--- src/rtl/mem_arbiter_pkg.sv ---
// mem_arbiter_pkg
//   Shared definitions for the block-RAM arbiter: FSM state encodings and
//   the wait-counter width. Imported by the RTL and by the bench, which uses
//   the state names for its state probes.
package mem_arbiter_pkg;

    typedef enum logic [1:0] {
        ST_CORE   = 2'd0,
        ST_M1SLOT = 2'd1,
        ST_REPLAY = 2'd2
    } arb_state_t;

    localparam int WAIT_W = 8;

endpackage

--- src/rtl/mem_arbiter_wait_counter.sv ---
// arb_wait_counter
//   Counts consecutive cycles of an M1 request, saturating at MAX_WAIT.
//   Any cycle without a request, or a clear (the grant slot), returns the
//   count to zero.
// Ports
//   i_clk, i_reset   clock, synchronous active-high reset
//   i_req            M1 request level
//   i_clear          force the count to zero next cycle
//   o_cnt            current wait count
//   o_at_limit       o_cnt has reached MAX_WAIT
module arb_wait_counter
    import mem_arbiter_pkg::*;
#(
    parameter int MAX_WAIT = 4
) (
    input  logic              i_clk,
    input  logic              i_reset,
    input  logic              i_req,
    input  logic              i_clear,
    output logic [WAIT_W-1:0] o_cnt,
    output logic              o_at_limit
);

    localparam logic [WAIT_W-1:0] LIMIT = WAIT_W'(MAX_WAIT);

    logic [WAIT_W-1:0] cnt_q;

    always_ff @(posedge i_clk) begin
        if (i_reset) begin
            cnt_q <= '0;
        end else if (i_clear || !i_req) begin
            cnt_q <= '0;
        end else if (cnt_q != LIMIT) begin
            cnt_q <= cnt_q + 1'b1;
        end
    end

    assign o_cnt      = cnt_q;
    assign o_at_limit = (cnt_q == LIMIT);

endmodule

--- src/rtl/mem_arbiter.sv ---
// mem_arbiter
//   Shares one block-RAM between the core (M0, priority) and a secondary
//   requester M1 (boot loader / DMA). After M1 has waited MAX_WAIT request
//   cycles it is given one RAM slot; the core is held for that cycle and the
//   read data it had pending is replayed from a skid register the cycle after.
//
//   Optional build macro: MEM_ARBITER_STATS_EN adds o_stat_grants (saturating
//   grant count) and o_stat_maxwait (largest wait count seen at a grant).
//
// Ports
//   i_clk, i_reset                       clock, synchronous active-high reset
//   i_core_raddr / o_core_rdata          core read port
//   i_core_waddr / i_core_wdata / i_core_we  core write port
//   o_core_hold                          core must freeze this cycle
//   i_m1_req / i_m1_we / i_m1_addr / i_m1_wdata  M1 request
//   o_m1_gnt / o_m1_rvalid / o_m1_rdata  M1 grant and read return
//   o_ram_*  / i_ram_rdata               RAM (1-cycle read latency)
//
// State   | meaning
// --------+-----------------------------------------------------------------
// CORE    | core owns the RAM; M1 wait count runs
// M1SLOT  | M1 owns the RAM for this cycle; core held (decided combinationally)
// REPLAY  | core re-presents its access; core sees skid data; M1 read returns
module mem_arbiter
    import mem_arbiter_pkg::*;
#(
    parameter int ADDR_W   = 16,
    parameter int DATA_W   = 16,
    parameter int MAX_WAIT = 4
) (
    input  logic              i_clk,
    input  logic              i_reset,
    input  logic [ADDR_W-1:0] i_core_raddr,
    output logic [DATA_W-1:0] o_core_rdata,
    input  logic [ADDR_W-1:0] i_core_waddr,
    input  logic [DATA_W-1:0] i_core_wdata,
    input  logic              i_core_we,
    output logic              o_core_hold,
    input  logic              i_m1_req,
    input  logic              i_m1_we,
    input  logic [ADDR_W-1:0] i_m1_addr,
    input  logic [DATA_W-1:0] i_m1_wdata,
    output logic              o_m1_gnt,
    output logic              o_m1_rvalid,
    output logic [DATA_W-1:0] o_m1_rdata,
    output logic [ADDR_W-1:0] o_ram_raddr,
    input  logic [DATA_W-1:0] i_ram_rdata,
    output logic [ADDR_W-1:0] o_ram_waddr,
    output logic [DATA_W-1:0] o_ram_wdata,
`ifdef MEM_ARBITER_STATS_EN
    output logic [15:0]       o_stat_grants,
    output logic [7:0]        o_stat_maxwait,
`endif
    output logic              o_ram_we
);

    arb_state_t        state_q;
    arb_state_t        cur_st;
    logic              slot;
    logic [DATA_W-1:0] skid;
    logic [WAIT_W-1:0] wait_cnt;
    logic              at_limit;

    arb_wait_counter #(
        .MAX_WAIT (MAX_WAIT)
    ) u_wait (
        .i_clk      (i_clk),
        .i_reset    (i_reset),
        .i_req      (i_m1_req),
        .i_clear    (slot),
        .o_cnt      (wait_cnt),
        .o_at_limit (at_limit)
    );

    // The grant is decided in the same cycle the limit is reached, so the
    // M1 slot is never a registered state: state_q only holds CORE or REPLAY
    // and cur_st is the effective state seen by the muxes (and by probes).
    assign slot   = (state_q == ST_CORE) && i_m1_req && at_limit;
    assign cur_st = slot ? ST_M1SLOT : state_q;

    always_ff @(posedge i_clk) begin
        if (i_reset) begin
            state_q     <= ST_CORE;
            skid        <= '0;
            o_m1_rvalid <= 1'b0;
        end else begin
            o_m1_rvalid <= 1'b0;
            case (cur_st)
                ST_M1SLOT: begin
                    state_q     <= ST_REPLAY;
                    skid        <= i_ram_rdata;
                    o_m1_rvalid <= !i_m1_we;
                end
                ST_REPLAY: state_q <= ST_CORE;
                default:   state_q <= ST_CORE;
            endcase
        end
    end

    always_comb begin
        o_ram_raddr = i_core_raddr;
        o_ram_waddr = i_core_waddr;
        o_ram_wdata = i_core_wdata;
        o_ram_we    = i_core_we;
        if (slot) begin
            o_ram_raddr = i_m1_addr;
            o_ram_waddr = i_m1_addr;
            o_ram_wdata = i_m1_wdata;
            o_ram_we    = i_m1_req & i_m1_we;
        end
    end

    assign o_core_rdata = (state_q == ST_REPLAY) ? skid : i_ram_rdata;
    assign o_core_hold  = slot;
    assign o_m1_gnt     = slot;
    assign o_m1_rdata   = i_ram_rdata;

`ifdef MEM_ARBITER_STATS_EN
    always_ff @(posedge i_clk) begin
        if (i_reset) begin
            o_stat_grants  <= '0;
            o_stat_maxwait <= '0;
        end else if (slot) begin
            if (o_stat_grants != 16'hFFFF) begin
                o_stat_grants <= o_stat_grants + 1'b1;
            end
            if (wait_cnt > o_stat_maxwait) begin
                o_stat_maxwait <= wait_cnt;
            end
        end
    end
`endif

endmodule

--- config.mk ---
export PLATFORM = sky130hd
export DESIGN_NAME = mem_arbiter
export DESIGN_NICKNAME = d
export VERILOG_FILES = /design/src/rtl/mem_arbiter_pkg.sv /design/src/rtl/mem_arbiter_wait_counter.sv /design/src/rtl/mem_arbiter.sv
export SDC_FILE = /design/constraint.sdc
export NUM_CORES = 1
export LEC_CHECK = 0
export CAP_MARGIN = 30
export CORE_AREA = 5 5 68 70
export CTS_CLUSTER_SIZE = 12
export DETAILED_ROUTE_END_ITERATION = 8
export DIE_AREA = 0 0 73 75
export DONT_BUFFER_PORTS = 1
export GPL_TIMING_DRIVEN = 0
export PLACE_DENSITY = 0.84
export SLEW_MARGIN = 40
export SYNTH_ARGS = -nofsm -noshare
export SYNTH_HDL_FRONTEND = slang
export SYNTH_SLANG_ARGS = --single-unit
--- constraint.sdc ---
create_clock -name i_clk -period 3.1 [get_ports i_clk]
set_clock_uncertainty 0.15 [all_clocks]
set_input_delay 0.775 -clock i_clk [delete_from_list [all_inputs] [get_ports i_clk]]
set_output_delay 0.775 -clock i_clk [all_outputs]
set_load 0.1 [all_outputs]
After elaboration in Yosys (flattened, before gate mapping)
Cells that the tools add are included.

Bits in writable memories: 0. Register bits: 27. Bits in read-only memories: 0. Logic and storage cells: 26. Memories kept: 0. Bits of input ports: 101. Output and inout port bits: 84. Latch bits: 0.

Equality and inequality tests: 4. Div/mod/pow operators: 0. $mul: 0. $lt $le $gt $ge: 0. Bitwise operators: 2. Mux-type cells: 7. Shift operators: 0. Reduce and logical (&&, ||, !) cells: 8. Add/subtract/negate cells: 1.

Operator list (number): 2-to-1 mux 16 bit (4); adder 8 x 1 -> 8 bit (second input constant) (1); equality test 8 x 3 -> 1 bit (second input constant) (1); != test 8 x 3 -> 1 bit (second input constant) (1); 2-to-1 mux 2 bit (2); OR reduction 2 bit (2); equality test 2 x 1 -> 1 bit (second input constant) (1); equality test 2 bit (second input constant) (1); logical AND 1 bit (2); zero test 1 bit (2); zero test 2 bit (1); bitwise AND 1 bit (1); logical OR 1 bit (1); 2-to-1 mux 1 bit (1); NOT 1 bit (1).

Logic depth before layout (Yosys ltp)
Depth after elaboration: 7. Depth in mapped cells: 8. Depth with buffers taken out: 6.

By module
Synthesis repeated with hierarchy kept, for this count alone.

Cells, all modules: 214. Area total of the unflattened synthesis: 2124.5 um^2.

By module, submodules not included: mem_arbiter (seq. area each 360.3 um^2, area each 1670.4 um^2, times used 1, cells each 163); arb_wait_counter (seq. area each 160.2 um^2, area each 454.2 um^2, times used 1, cells each 51).

Worst setup path before layout
No wires, ideal clock.

Kind: register to output. Start point: reg u_wait.cnt_q[0] (netlist: u_wait.o_cnt[0]). End point: out o_m1_gnt. Setup slack: -0.064 ns. Required time: 2.175 ns. Buffers on the path: 3. Arrival time: 2.239 ns. Stages on the path, launching flop included: 9. Path through: dfxtp_1 > inv_1 > ha_1 > or4b_1 > or3_1 > buf_6 > inv_4 > buf_6 > buf_4.

Longest elaborated chain between the ends: 2.

Ends and longest elaborated chain: from (decl) (line mem_arbiter_wait_counter.sv:26) `logic [WAIT_W-1:0] cnt_q;`; from (signal assigned) (line mem_arbiter_wait_counter.sv:34) `cnt_q <= cnt_q + 1'b1;`; equality test 8 x 3 -> 1 bit (line mem_arbiter_wait_counter.sv:39) `assign o_at_limit = (cnt_q == LIMIT);`; logical AND 1 bit (line mem_arbiter.sv:78) `assign slot = (state_q == ST_CORE) && i_m1_req && at_limit;`; to (decl) (line mem_arbiter.sv:43) `output logic o_m1_gnt,`.

Every way passes these cells.

Final worst setup path
Start point: reg u_wait.cnt_q[0] (netlist: u_wait.o_cnt[0]). End point: out o_ram_raddr[7].

Longest elaborated chain between the ends: 3.

Ends and longest elaborated chain: equality test 8 x 3 -> 1 bit (line mem_arbiter_wait_counter.sv:39); logical AND 1 bit (line mem_arbiter.sv:78); 2-to-1 mux 16 bit (line mem_arbiter.sv:105) `if (slot) begin`; to (decl) (line mem_arbiter.sv:46) `output logic [ADDR_W-1:0] o_ram_raddr,`.

Every way passes these cells.

==> flow_metrics.py <==
metrics = {
    "clocking": {
        "clock-sinks": 26,
        "cts_tree": "built",
        "clk_pin_slew_worst_paths_ns": 0.09,
        "clock-root-buffer": "clkbuf_8",
        "h-tree-depth": 1,
        "clockBufferDepth": 2,
        "cts_buffers": 3,
        "clkLatencyLatePin_ns": 0.27,
    },
    "logic_synthesis": {
        "yosysWarningCount": 0,
        "synth_ff_type": "dfxtp_1",
        "synth_edf_count": 0,
        "synth_cells": 211,
        "yosysTopAreaCell": "mux2_4",
        "syn_area_um2": 2280,
        "synth_common_cells": "mux2_4 (48), nand2b_1 (34), dfxtp_1 (26)",
        "yosysSeqAreaShare_pct": 22.8,
        "async_reset_ff_share_pct": 0,
        "synth_most_common_cell": "mux2_4",
        "ys_ff_latch": 26,
        "syn-num-nets": 314,
        "synth.top_cell.area_share_pct": 31.6,
        "synth.distinct_cells": 25,
        "ys_top_cells_by_area": "mux2_4 (32%), dfxtp_1 (23%), nand2b_1 (9.3%)",
        "synth_area_per_cell_um2": 10.8,
    },
    "power": {
        "internal_power_uw": 545,
        "max-vdd-ir-drop_mv": 0.380,
        "power.density_nw_per_um2": 407,
        "switchingPower_uw": 575,
        "totalPowerFinal_mw": 1.12,
        "clkPwrFrac_pct": 19.7,
        "sw_frac_of_total_pct": 51.3,
        "power_frac_seq_pct": 30.1,
        "p_leak_nw": 1.26,
        "comb_power_share_pct": 50.2,
    },
    "worst_setup_path": {
        "critPathCaptureType": "output port",
        "path_class": "reg2out",
        "cp_data_arrival_time_ns": 2.41,
        "cp_slowest_cell": "or4b_4",
        "critical_path.cell_chain": "inv_2, ha_4, or4b_4, or3_4, buf_12, buf_12, mux2_4",
        "critPathMaxFanout": 10,
        "r2r-start": "u_wait.o_cnt[0]",
        "critical-path-max-stage-delay_ns": 0.46,
        "critPathLaunch": "u_wait.o_cnt[0]",
        "crit_family": "simple AND/OR/NAND/NOR gates",
        "start_kind": "flip-flop",
        "cp.buffers_inverters": 3,
        "worstPathRequired_ns": 2.17,
        "cpMostUsedCell": "buf_12",
    },
    "sta": {
        "max_freq_mhz": 300,
        "setup-tns-final_ns": -10.87,
        "period_share_pct": 108,
        "fin_hold_ws_ns": 0.324,
        "hold_viol": 0,
        "rsz0062_at_grt": "yes",
        "finalMaxSlewViolations": 0,
        "finalSetupViolCount": 51,
        "fin_crit_ns": 3.33,
        "fin_ws_ns": -0.233,
        "tightest_slew_ns": 0.651,
        "slew_headroom_pct": 56.0,
    },
    "die": {
        "coreArea_um2": 3910,
        "start_util_pct": 58.3,
        "die_height_um": 75,
        "io_pins": 185,
        "die_w_um": 73,
        "fp.dieArea_um2": 5480,
        "num_rows": 23,
    },
    "global_routing": {
        "grt_max_degree": 15,
        "grt_pass1_vias": 1605,
        "grt_pass1_wl_um": 9030,
        "antenna_found_initial": 0,
        "track_usage_pct": 22.4,
        "grt_overflow": 0,
    },
    "layout": {
        "final_area_um2": 2750,
        "drive_above_1_share_pct": 52.2,
        "syn2layout_area_growth_pct": 20.7,
        "diodes": 0,
        "final_nets": 336,
        "final_cells": 282,
    },
    "placement": {
        "dpl-instance-area_um2": 2350,
        "place_congestion": 0.794,
        "numPortBuffers": 0,
        "hpwl_um": 5660,
        "dp.cells": 261,
    },
    "detailed_routing": {
        "totalWireLength_um": 7100,
        "firstDrtPassIters": 4,
        "via_per_inst": 5.83,
        "drc": 0,
        "via_count": 1645,
        "drtIter0Drc": 52,
        "drtAntennaViolNets": 0,
        "routedWlPerCell_um": 25.2,
    },
    "hold_path": {
        "hp-start": "skid[6]",
        "hold_path_class": "reg2reg",
    },
    "outcome": {
        "violations": "negative setup slack",
        "status": "complete, but fails checks",
    },
    "job": {
        "max_cap_viol_count": 0,
    },
}
per-layer routing:
metal | vias up | wire (um) | global-route usage, %
met3 | 9 | 874 | 8.14
met5 | - | 0 | 0
met4 | 0 | 88 | 6.15
li1 | 765 | - | -
met1 | 771 | 2470 | 25.5
met2 | 100 | 3660 | 39.4
kinds of logic (layout without fill, tap and decap cells):
family	Yosys count	count (layout)	synth area share [%]
compound gates	12	12	2.74
xor+xnor	3	3	1.15
flops	26	26	22.8
fa+ha+maj	2	2	1.10
mux	81	81	47.0
buf+inv	32	53	10.5
simple gates	55	55	14.7
per-stage QoR:
stage	worst slack (ns)	util, %
after floorplan	0.00957	-
after global placement	-0.125	60.0
final	-0.233	70.3
after global routing	-0.277	70.3
after CTS	-0.206	67.6
after detailed placement	-0.145	60.0
sequential cells by signal, summed over array words and instances, names as in the netlist:
name,cells
u_wait.o_cnt,8
state_q,1
o_m1_rvalid,1
skid,16
cells in the final DEF (no fill, tap or decap), types with 2 or more instances in the layout:
master,n
a21oi_1,6
buf_12,6
buf_16,4
buf_4,27
buf_6,2
clkbuf_1,4
clkbuf_8,4
dfxtp_1,23
dfxtp_2,3
inv_2,2
mux2_2,14
mux2_4,51
mux2i_1,16
nand2_1,2
nand2b_1,34
nand3_1,3
nand4_1,3
nor2_1,3
nor3_1,2
o21ai_0,5
or3_1,3
xor2_1,3
path summary, 6_finish.rpt:
path,end,slack [ns],cells after the start
max,o_ram_raddr[7],-0.23,7
min,skid[6],0.32,2
max reg2reg,skid[5],0.65,10
min reg2reg,skid[6],0.32,2
worst register-to-register path, delay by kind of cell (launching register included):
kind,cells,cell delay [ns]
adders and majority gates,1,0.12
muxes,1,0.17
buffers and inverters,6,0.77
and+or+nand+nor,2,0.85
DFF,1,0.34
layout make-up:
type                            instances  area (um^2)
Buffer                                 28          295
Sequential cell                        26          524
Timing Repair Buffer                   18          238
Fill cell                             306         1160
Tap cell                               50         62.6
Clock buffer                            4         55.1
Multi-Input combinational cell        153         1550
Inverter                                3         23.8
power groups by stage:
stage | Clock, mW | Combinational, mW | Sequential, mW
3_5_place_dp | 0 | 0.553 | 0.345
2_1_floorplan | 0 | 0.530 | 0.345
5_1_grt | 0.236 | 0.571 | 0.337
6_report | 0.220 | 0.562 | 0.337
3_3_place_gp | 0 | 0.552 | 0.345
4_1_cts | 0.222 | 0.563 | 0.337
timing repair:
item	4_1_cts	5_1_grt
hold buffers	0	0
setup buffers	7	7
pin swaps	2	0
setup endpoints to repair	51	61
cloned	3	1
resized for setup	28	8
Note: power is estimated with default switching activity, not from simulation.
